File: config.mk
export PLATFORM = sky130hd
export DESIGN_NAME = prm_edge_mask_collector_flat
export DESIGN_NICKNAME = d
export VERILOG_FILES = /design/src/rtl/prm_edge_mask_collector_if.sv /design/src/rtl/prm_edge_mask_collector.sv /design/src/flat_wrapper.sv
export SDC_FILE = /design/constraint.sdc
export NUM_CORES = 1
export LEC_CHECK = 0
export ABC_AREA = 1
export BUFFER_PORTS_ARGS = -buffer_cell sky130_fd_sc_hd__buf_2
export CAP_MARGIN = 10
export CELL_PAD_IN_SITES_DETAIL_PLACEMENT = 1
export CELL_PAD_IN_SITES_GLOBAL_PLACEMENT = 1
export CORE_MARGIN = 1
export CORE_UTILIZATION = 28
export CTS_CLUSTER_DIAMETER = 200
export DETAILED_ROUTE_END_ITERATION = 16
export PLACE_DENSITY_LB_ADDON = 0.25
export SLEW_MARGIN = 10
export SYNTH_ARGS = -nofsm -noshare
export SYNTH_HDL_FRONTEND = slang
export SYNTH_SLANG_ARGS = --single-unit
File: constraint.sdc
create_clock -name clk -period 1.5 [get_ports clk]
set_clock_uncertainty 0.2 [all_clocks]
set_input_delay 0.075 -clock clk [delete_from_list [all_inputs] [get_ports clk]]
set_output_delay 0.075 -clock clk [all_outputs]
set_load 0.01 [all_outputs]
File: src/rtl/prm_edge_mask_collector_if.sv
// ============================================================================
// Module      : prm_edge_mask_collector_if
// Description : Code-stream and result handshake bundle for the edge-mask
//               collector.
// Revision    : 1.0 - initial release
// ============================================================================
`default_nettype none

interface prm_edge_mask_collector_if #(
    parameter int NUM_EDGE = 64,
    parameter int CODE_W   = 15,
    parameter int CNT_W    = 16
);
    logic                code_valid;
    logic                code_ready;
    logic [CODE_W-1:0]   code_data;
    logic                code_last;
    logic                res_valid;
    logic                res_ready;
    logic [NUM_EDGE-1:0] res_blocked;
    logic [CNT_W-1:0]    res_count;

    modport master (
        output code_valid, code_data, code_last, res_ready,
        input  code_ready, res_valid, res_blocked, res_count
    );

    modport slave (
        input  code_valid, code_data, code_last, res_ready,
        output code_ready, res_valid, res_blocked, res_count
    );
endinterface

`default_nettype wire

File: src/rtl/prm_edge_mask_collector.sv
// ============================================================================
// Module      : prm_edge_mask_collector
// Description : Drives obstacle codes into the checker bank, ORs the sampled
//               edge masks per frame and returns the blocked-edge vector.
//               Optional early-done/skip mode: PRM_EDGE_EARLY_DONE_EN.
// Revision    : 1.0 - initial release
// ============================================================================
`default_nettype none

module prm_edge_mask_collector #(
    parameter int NUM_EDGE = 64,
    parameter int CODE_W   = 15,
    parameter int CNT_W    = 16
) (
    input  wire                 clk,
    input  wire                 rst_n,
    input  wire                 clear,
    prm_edge_mask_collector_if.slave bus,
    output logic [CODE_W-1:0]   chk_code,
    input  wire  [NUM_EDGE-1:0] chk_mask
);

    typedef enum logic [2:0] {
        ST_IDLE  = 3'd0,
        ST_RUN   = 3'd1,
        ST_DRAIN = 3'd2,
        ST_OUT   = 3'd3
`ifdef PRM_EDGE_EARLY_DONE_EN
        , ST_SKIP = 3'd4
`endif
    } state_t;

    localparam logic [CNT_W-1:0] C_CNT_MAX = {CNT_W{1'b1}};

    state_t              state_q,    state_d;
    logic [NUM_EDGE-1:0] acc_q,      acc_d;
    logic [CNT_W-1:0]    cnt_q,      cnt_d;
    logic [CODE_W-1:0]   chk_code_q, chk_code_d;
    logic                s2_valid_q, s2_valid_d;
    logic                s2_last_q,  s2_last_d;
`ifdef PRM_EDGE_EARLY_DONE_EN
    logic                skip_q,     skip_d;
`endif

    logic                w_code_ready;
    logic                w_accept;
    logic                w_load;
    logic                w_early;
    logic [NUM_EDGE-1:0] w_acc_new;

    always_comb begin
        state_d    = state_q;
        acc_d      = acc_q;
        cnt_d      = cnt_q;
        chk_code_d = chk_code_q;
        s2_valid_d = 1'b0;
        s2_last_d  = s2_last_q;
`ifdef PRM_EDGE_EARLY_DONE_EN
        skip_d     = skip_q;
`endif

        // Ready is masked by clear and reset so a code presented then is never taken.
        w_code_ready = rst_n && !clear &&
                       ((state_q == ST_IDLE) || (state_q == ST_RUN)
`ifdef PRM_EDGE_EARLY_DONE_EN
                        || (state_q == ST_SKIP)
`endif
                       );
        w_accept  = bus.code_valid && w_code_ready;
        w_acc_new = acc_q | chk_mask;
        w_early   = 1'b0;
`ifdef PRM_EDGE_EARLY_DONE_EN
        w_early   = s2_valid_q && !s2_last_q && (&w_acc_new);
`endif
        w_load    = w_accept && !w_early &&
                    ((state_q == ST_IDLE) || (state_q == ST_RUN));

        if (w_load) begin
            chk_code_d = bus.code_data;
            s2_valid_d = 1'b1;
            s2_last_d  = bus.code_last;
        end

        // Stage 2: mask reflects the code registered on the previous edge.
        if (s2_valid_q) begin
            acc_d = w_acc_new;
            if (cnt_q != C_CNT_MAX) begin
                cnt_d = cnt_q + 1'b1;
            end
        end

        case (state_q)
            ST_IDLE, ST_RUN: begin
                if (w_early) begin
                    state_d = ST_OUT;
`ifdef PRM_EDGE_EARLY_DONE_EN
                    // A last code swallowed on this edge already ends the frame.
                    skip_d  = !(w_accept && bus.code_last);
`endif
                end else if (w_accept) begin
                    state_d = bus.code_last ? ST_DRAIN : ST_RUN;
                end
            end
            ST_DRAIN: begin
                if (s2_valid_q && s2_last_q) begin
                    state_d = ST_OUT;
                end
            end
            ST_OUT: begin
                if (bus.res_ready) begin
                    acc_d   = '0;
                    cnt_d   = '0;
`ifdef PRM_EDGE_EARLY_DONE_EN
                    state_d = skip_q ? ST_SKIP : ST_IDLE;
                    skip_d  = 1'b0;
`else
                    state_d = ST_IDLE;
`endif
                end
            end
`ifdef PRM_EDGE_EARLY_DONE_EN
            ST_SKIP: begin
                if (w_accept && bus.code_last) begin
                    state_d = ST_IDLE;
                end
            end
`endif
            default: state_d = ST_IDLE;
        endcase

        if (clear) begin
            state_d    = ST_IDLE;
            acc_d      = '0;
            cnt_d      = '0;
            s2_valid_d = 1'b0;
`ifdef PRM_EDGE_EARLY_DONE_EN
            skip_d     = 1'b0;
`endif
        end
    end

    always_ff @(posedge clk) begin
        if (!rst_n) begin
            state_q    <= ST_IDLE;
            acc_q      <= '0;
            cnt_q      <= '0;
            chk_code_q <= '0;
            s2_valid_q <= 1'b0;
            s2_last_q  <= 1'b0;
`ifdef PRM_EDGE_EARLY_DONE_EN
            skip_q     <= 1'b0;
`endif
        end else begin
            state_q    <= state_d;
            acc_q      <= acc_d;
            cnt_q      <= cnt_d;
            chk_code_q <= chk_code_d;
            s2_valid_q <= s2_valid_d;
            s2_last_q  <= s2_last_d;
`ifdef PRM_EDGE_EARLY_DONE_EN
            skip_q     <= skip_d;
`endif
        end
    end

    assign chk_code        = chk_code_q;
    assign bus.code_ready  = w_code_ready;
    assign bus.res_valid   = (state_q == ST_OUT);
    assign bus.res_blocked = acc_q;
    assign bus.res_count   = cnt_q;

endmodule

`default_nettype wire

File: src/flat_wrapper.sv
// flat-port wrapper written by rule: the top's interface ports become plain ports
module prm_edge_mask_collector_flat 
#(
    parameter int NUM_EDGE = 64,
    parameter int CODE_W   = 15,
    parameter int CNT_W    = 16
)
  (clk, rst_n, clear, chk_code, chk_mask, bus_code_valid, bus_code_data, bus_code_last, bus_res_ready, bus_code_ready, bus_res_valid, bus_res_blocked, bus_res_count);
  prm_edge_mask_collector_if #(.NUM_EDGE(NUM_EDGE), .CODE_W(CODE_W), .CNT_W(CNT_W)) bus_i ();
  input  wire clk;
  input  wire rst_n;
  input  wire clear;
  output logic [CODE_W-1:0] chk_code;
  input  wire  [NUM_EDGE-1:0] chk_mask;
  input wire logic [$bits(bus_i.code_valid)-1:0] bus_code_valid;
  input wire logic [$bits(bus_i.code_data)-1:0] bus_code_data;
  input wire logic [$bits(bus_i.code_last)-1:0] bus_code_last;
  input wire logic [$bits(bus_i.res_ready)-1:0] bus_res_ready;
  output wire logic [$bits(bus_i.code_ready)-1:0] bus_code_ready;
  output wire logic [$bits(bus_i.res_valid)-1:0] bus_res_valid;
  output wire logic [$bits(bus_i.res_blocked)-1:0] bus_res_blocked;
  output wire logic [$bits(bus_i.res_count)-1:0] bus_res_count;
  assign bus_i.code_valid = bus_code_valid;
  assign bus_i.code_data = bus_code_data;
  assign bus_i.code_last = bus_code_last;
  assign bus_i.res_ready = bus_res_ready;
  assign bus_code_ready = bus_i.code_ready;
  assign bus_res_valid = bus_i.res_valid;
  assign bus_res_blocked = bus_i.res_blocked;
  assign bus_res_count = bus_i.res_count;
  prm_edge_mask_collector #(.NUM_EDGE(NUM_EDGE), .CODE_W(CODE_W), .CNT_W(CNT_W)) u_core (.clk(clk), .rst_n(rst_n), .clear(clear), .bus(bus_i), .chk_code(chk_code), .chk_mask(chk_mask));
endmodule
# == After elaboration in Yosys (flattened, before gate mapping) ==
# Cells that the tools add are included.
# op_classes
n_addsub,1
n_eq_ne,7
n_mux,13
bitwise_logic,2
reduce_logical,11
# op_table
operator,n
two-way mux 64 bit,3
two-way mux 16 bit,4
OR 64 bit,1
adder 16 x 1 -> 16 bit (second input constant),1
inequality test 16 bit (second input constant),1
two-way mux 3 bit,3
one-hot mux 3 bit (3 select lines),1
== test 3 x 2 -> 1 bit (second input constant),2
logical AND 1 bit,5
inequality test 2 x 1 -> 1 bit (second input constant),2
OR reduction 2 bit,2
== test 3 x 1 -> 1 bit (second input constant),1
zero test 3 bit,1
AND reduction 3 bit,1
two-way mux 2 bit,1
inequality test 2 bit (second input constant),1
zero test 1 bit,1
logical OR 1 bit,1
two-way mux 1 bit,1
inverter 1 bit,1
# word_totals
ff_bits,100
output_inout_bits,97

# == Longest topological paths before layout ==
# logic_depth
word_depth,6
depth_mapped,10
ltp_nobuf,9

# == Worst setup path after synthesis ==
# Ideal clock, no wire load.
# synth_timing
kind,register -> register
startpoint,register u_core.cnt_q[1] (netlist: u_core.bus.res_count[1])
endpoint,register u_core.cnt_q[10] (netlist: u_core.bus.res_count[10])
setup_time_ns,0.119
arrival_ns,1.309
t_required_ns,1.181
setup_slack_ns,-0.128
stages_incl_launch_ff,8
path_cell_list,dfxtp_1 ha_1 nand2_2 nor2_8 nand4_4 nand2_1 xor2_1 nor2_1
# synth_via
elab_chain_len,5
# synth_lines
item,line,text
from (decl),prm_edge_mask_collector.sv:37,"logic [CNT_W-1:0] cnt_q, cnt_d;"
from (signal assigned),prm_edge_mask_collector.sv:156,cnt_q <= cnt_d;
adder 16 x 1 -> 16 bit / inequality test 16 bit (equally long branches),"prm_edge_mask_collector.sv:88, prm_edge_mask_collector.sv:87",
two-way mux 16 bit *,prm_edge_mask_collector.sv:87,if (cnt_q != C_CNT_MAX) begin
two-way mux 16 bit *,prm_edge_mask_collector.sv:85,if (s2_valid_q) begin
two-way mux 16 bit,prm_edge_mask_collector.sv:110,if (bus.res_ready) begin
two-way mux 16 bit *,prm_edge_mask_collector.sv:92,case (state_q)
# Mark *: on every way between the ends. The rest lies on a longest branch, timed or not.
# A chain may end at the register's enable or synchronous reset.

# == Final worst setup path ==
# layout_timing
startpoint,register u_core.cnt_q[1] (netlist: u_core.bus.res_count[1])
endpoint,register u_core.cnt_q[14] (netlist: u_core.bus.res_count[14])
# Same word-level chain as after synthesis.

==> results.sh <==
export IMPL_status="complete, but fails checks"
export IMPL_violations="hold timing, setup timing"
export IMPL_antenna_found_initial=0
export IMPL_power_density_nw_per_um2=898
export IMPL_n_antenna_cell=0
export IMPL_crit_chain="ha_4, nand2_4, nor2_8, nand3_2, nor2_4, nand2_2, nand3b_1, nand2_1, inv_1"
export IMPL_initial_utilization=0.287
export IMPL_yosysUniqueCellTypes=32
export IMPL_num_fill_cells=1578
export IMPL_drive_above_1_share=0.359
export IMPL_fmax_mhz=642
export IMPL_setup_violations=13
export IMPL_cts_buffers=9
export IMPL_finish_utilization=0.486
export IMPL_min_delay_start="clear"
export IMPL_grt_usage=0.198
export IMPL_rsz0062_at_grt="true"
export IMPL_cts_tree="done"
export IMPL_gp_congestion=0.727
export IMPL_syn_inst=443
export IMPL_clkPwrFrac=0.400
export IMPL_holdPathEnd="u_core.s2_valid_q"
export IMPL_worstHoldPathType="input pin to flop"
export IMPL_fin_area_um2=6130
export IMPL_dpl_instance_area_um2=4900
export IMPL_power_switching_mw=1.28
export IMPL_slew_headroom=0.792
export IMPL_grt_pass1_vias=4319
export IMPL_clock_sinks=99
export IMPL_hold_viol_final=1
export IMPL_nets=819
export IMPL_die_x_um=116
export IMPL_drtIter0Drc=114
export IMPL_critPathKind="flop to flop"
export IMPL_ys_ff_latch=99
export IMPL_tns_ns=-0.386
export IMPL_syn_to_final_growth_pct=69.4
export IMPL_routedWlPerCell_um=14.4
export IMPL_vias=4058
export IMPL_port_buffers=181
export IMPL_synth_area_um2=3620
export IMPL_p_leak_nw=2.91
export IMPL_period_needed_ns=1.56
export IMPL_ant_nets=0
export IMPL_worstReg2RegStart="u_core.bus.res_count[1]"
export IMPL_clockBufferDepth=2
export IMPL_routed_via_density=4.46
export IMPL_cp_data_arrival_time_ns=1.64
export IMPL_pre_cts_ws_ns=-0.106
export IMPL_grt_pass1_wl_um=20400
export IMPL_switching_share=0.232
export IMPL_min_period_over_period=1.04
export IMPL_crit_path_end_kind="flop"
export IMPL_cpPeakStageDelay_ns=0.39
export IMPL_synth_warnings=0
export IMPL_cp_slowest_cell="dfxtp_4"
export IMPL_cp_max_fo=6
export IMPL_dp_hpwl_um=7980
export IMPL_grt_max_degree=69
export IMPL_drt_first_pass_iters=4
export IMPL_fp_dieArea_um2=13400
export IMPL_p_seq_frac=0.491
export IMPL_r2r_setup_slack_ns=-0.06
export IMPL_internal_power_mw=4.22
export IMPL_syn_area_per_cell_um2=8.17
export IMPL_core_area_um2=12600
export IMPL_ctsHoldBuffers=84
export IMPL_reg2reg_to="u_core.bus.res_count[14]"
export IMPL_syn_nets=529
export IMPL_p_comb_frac=0.108
export IMPL_finalWorstSetupSlack_ns=-0.0570
export IMPL_ys_seq_area_frac=0.548
export IMPL_reg2reg_depth=9
export IMPL_ir_worst_vdd_v=0.000474
export IMPL_critPathLaunchType="flop"
export IMPL_cap_violations=0
export IMPL_routed_wl_um=13100
export IMPL_cts_root_buffer="clkbuf_16"
export IMPL_grt_overflow=0
export IMPL_boundaryPins=182
export IMPL_whs_path_depth=4
export IMPL_path_clk_slew_ns=0.06
export IMPL_remaining_drc_errors=0
export IMPL_clk_insertion_delay_late_ns=0.34
export IMPL_required_ns=1.59
export IMPL_rows=41
export IMPL_holdWs_ns=-0.0320
export IMPL_cts_htree_levels=3
export IMPL_worst_pin_slew_ns=0.312
export IMPL_slew_viol_final=0
export IMPL_die_height_um=116
-- stage by stage --
step | power [mW] | cells
after floorplan | 2.95 | 443
after global placement | 3.15 | 806
after detailed placement | 3.17 | 806
after CTS | 5.56 | 910
after global routing | 5.76 | 910
final | 5.50 | 910
-- placed cells by master, fill, tap and decap left out, types with 3 or more instances in the layout --
cell	synthesis	layout
a21oi_1	73	72
buf_2	1	181
buf_4	1	30
clkbuf_16	0	9
dfxtp_1	99	94
dfxtp_4	0	3
dlygate4sd3_1	0	84
inv_1	26	25
inv_2	2	3
nand2_1	38	35
nand2_2	3	4
nand3_1	9	6
nand3_2	1	3
nand4_1	5	5
nor2_1	119	115
nor2_2	2	4
nor2_4	3	5
o21ai_0	23	20
o21ai_1	4	5
xor2_1	3	3
-- metal layers --
metal | part of all wire | global-route usage
met2 | 0.53 | 0.376
met1 | 0.40 | 0.211
met5 | 0 | 0
met4 | 0.015 | 0.0726
met3 | 0.053 | 0.0492
-- registers in the layout, summed over array words and instances, names as in the netlist --
signal,cells
u_core.bus.res_count,16
u_core.s2_valid_q,1
u_core.s2_last_q,1
u_core.state_q,2
u_core.bus.res_blocked,64
u_core.chk_code,15
-- worst max-delay path by stage --
stage,from,end,cells past startpoint
after floorplan,u_core.bus.res_count[0],u_core.bus.res_count[3],8
after global placement,u_core.bus.res_count[2],u_core.bus.res_count[15],9
after detailed placement,u_core.bus.res_count[0],u_core.bus.res_count[3],8
after CTS,u_core.bus.res_count[1],u_core.bus.res_count[10],8
after global routing,u_core.bus.res_count[1],u_core.bus.res_count[8],7
final,u_core.bus.res_count[1],u_core.bus.res_count[14],9
-- power by group through the flow --
stage          clock network (mW)  registers (mW)  logic (mW)
2_1_floorplan                   0            2.78       0.170
3_3_place_gp                    0            2.76       0.394
3_5_place_dp                    0            2.76       0.405
4_1_cts                      2.28            2.70       0.579
5_1_grt                      2.41            2.70       0.652
6_report                     2.20            2.70       0.597
-- cells by family (layout without fill, tap and decap cells) --
group                    Yosys count  count (layout)  share of synthesized area
flip-flops                        99              99                      0.548
AO/OA/AOI/OAI                    105             105                      0.149
buffers and inverters             48             342                     0.0626
AND/OR/NAND/NOR                  187             188                      0.230
XOR/XNOR                           3               3                    0.00726
adder cells (fa/ha/maj)            1               1                    0.00346
-- Yosys cell counts, drive strengths merged --
cell | instances | share of area
nor2 | 125 | 0.14
dfxtp | 99 | 0.55
a21oi | 73 | 0.10
nand2 | 41 | 0.045
inv | 28 | 0.029
o21ai | 28 | 0.040
clkbuf | 13 | 0.016
nand3 | 11 | 0.020
buf | 6 | 0.016
nand4 | 6 | 0.015
nor3 | 3 | 0.0073
xor2 | 3 | 0.0073
o21bai | 2 | 0.0041
a31oi | 1 | 0.0017
clkinv | 1 | 0.0014
ha | 1 | 0.0035
nand3b | 1 | 0.0021
o211ai | 1 | 0.0021
-- worst max-delay path, delay by kind of cell (launching register included) --
kind                     cells  cell delay, ns
adder cells (fa/ha/maj)      1            0.16
buffers and inverters        1            0.05
flip-flops                   1            0.39
AND/OR/NAND/NOR              7            0.71
-- area by class of cell --
cell class	instances	area, µm²	area share
clock buffers	13	260	0.0425
clock inverters	3	20.0	0.00327
inverters	29	111	0.0182
multi-input cells	297	1510	0.247
flip-flops and latches	99	2000	0.326
well taps	172	215	0.0351
repair buffers	297	2010	0.328
-- timing repair --
| item | in CTS | in global routing |
|---|---|---|
| endpoints found under the setup margin | 15 | 31 |
| gates cloned | 1 | 0 |
| setup buffers | 3 | 0 |
| endpoints found under the hold margin | 82 | 1 |
| pin swaps | 7 | 4 |
| gates resized for setup | 13 | 10 |
No activity file was read; power rests on OpenSTA's default activity.
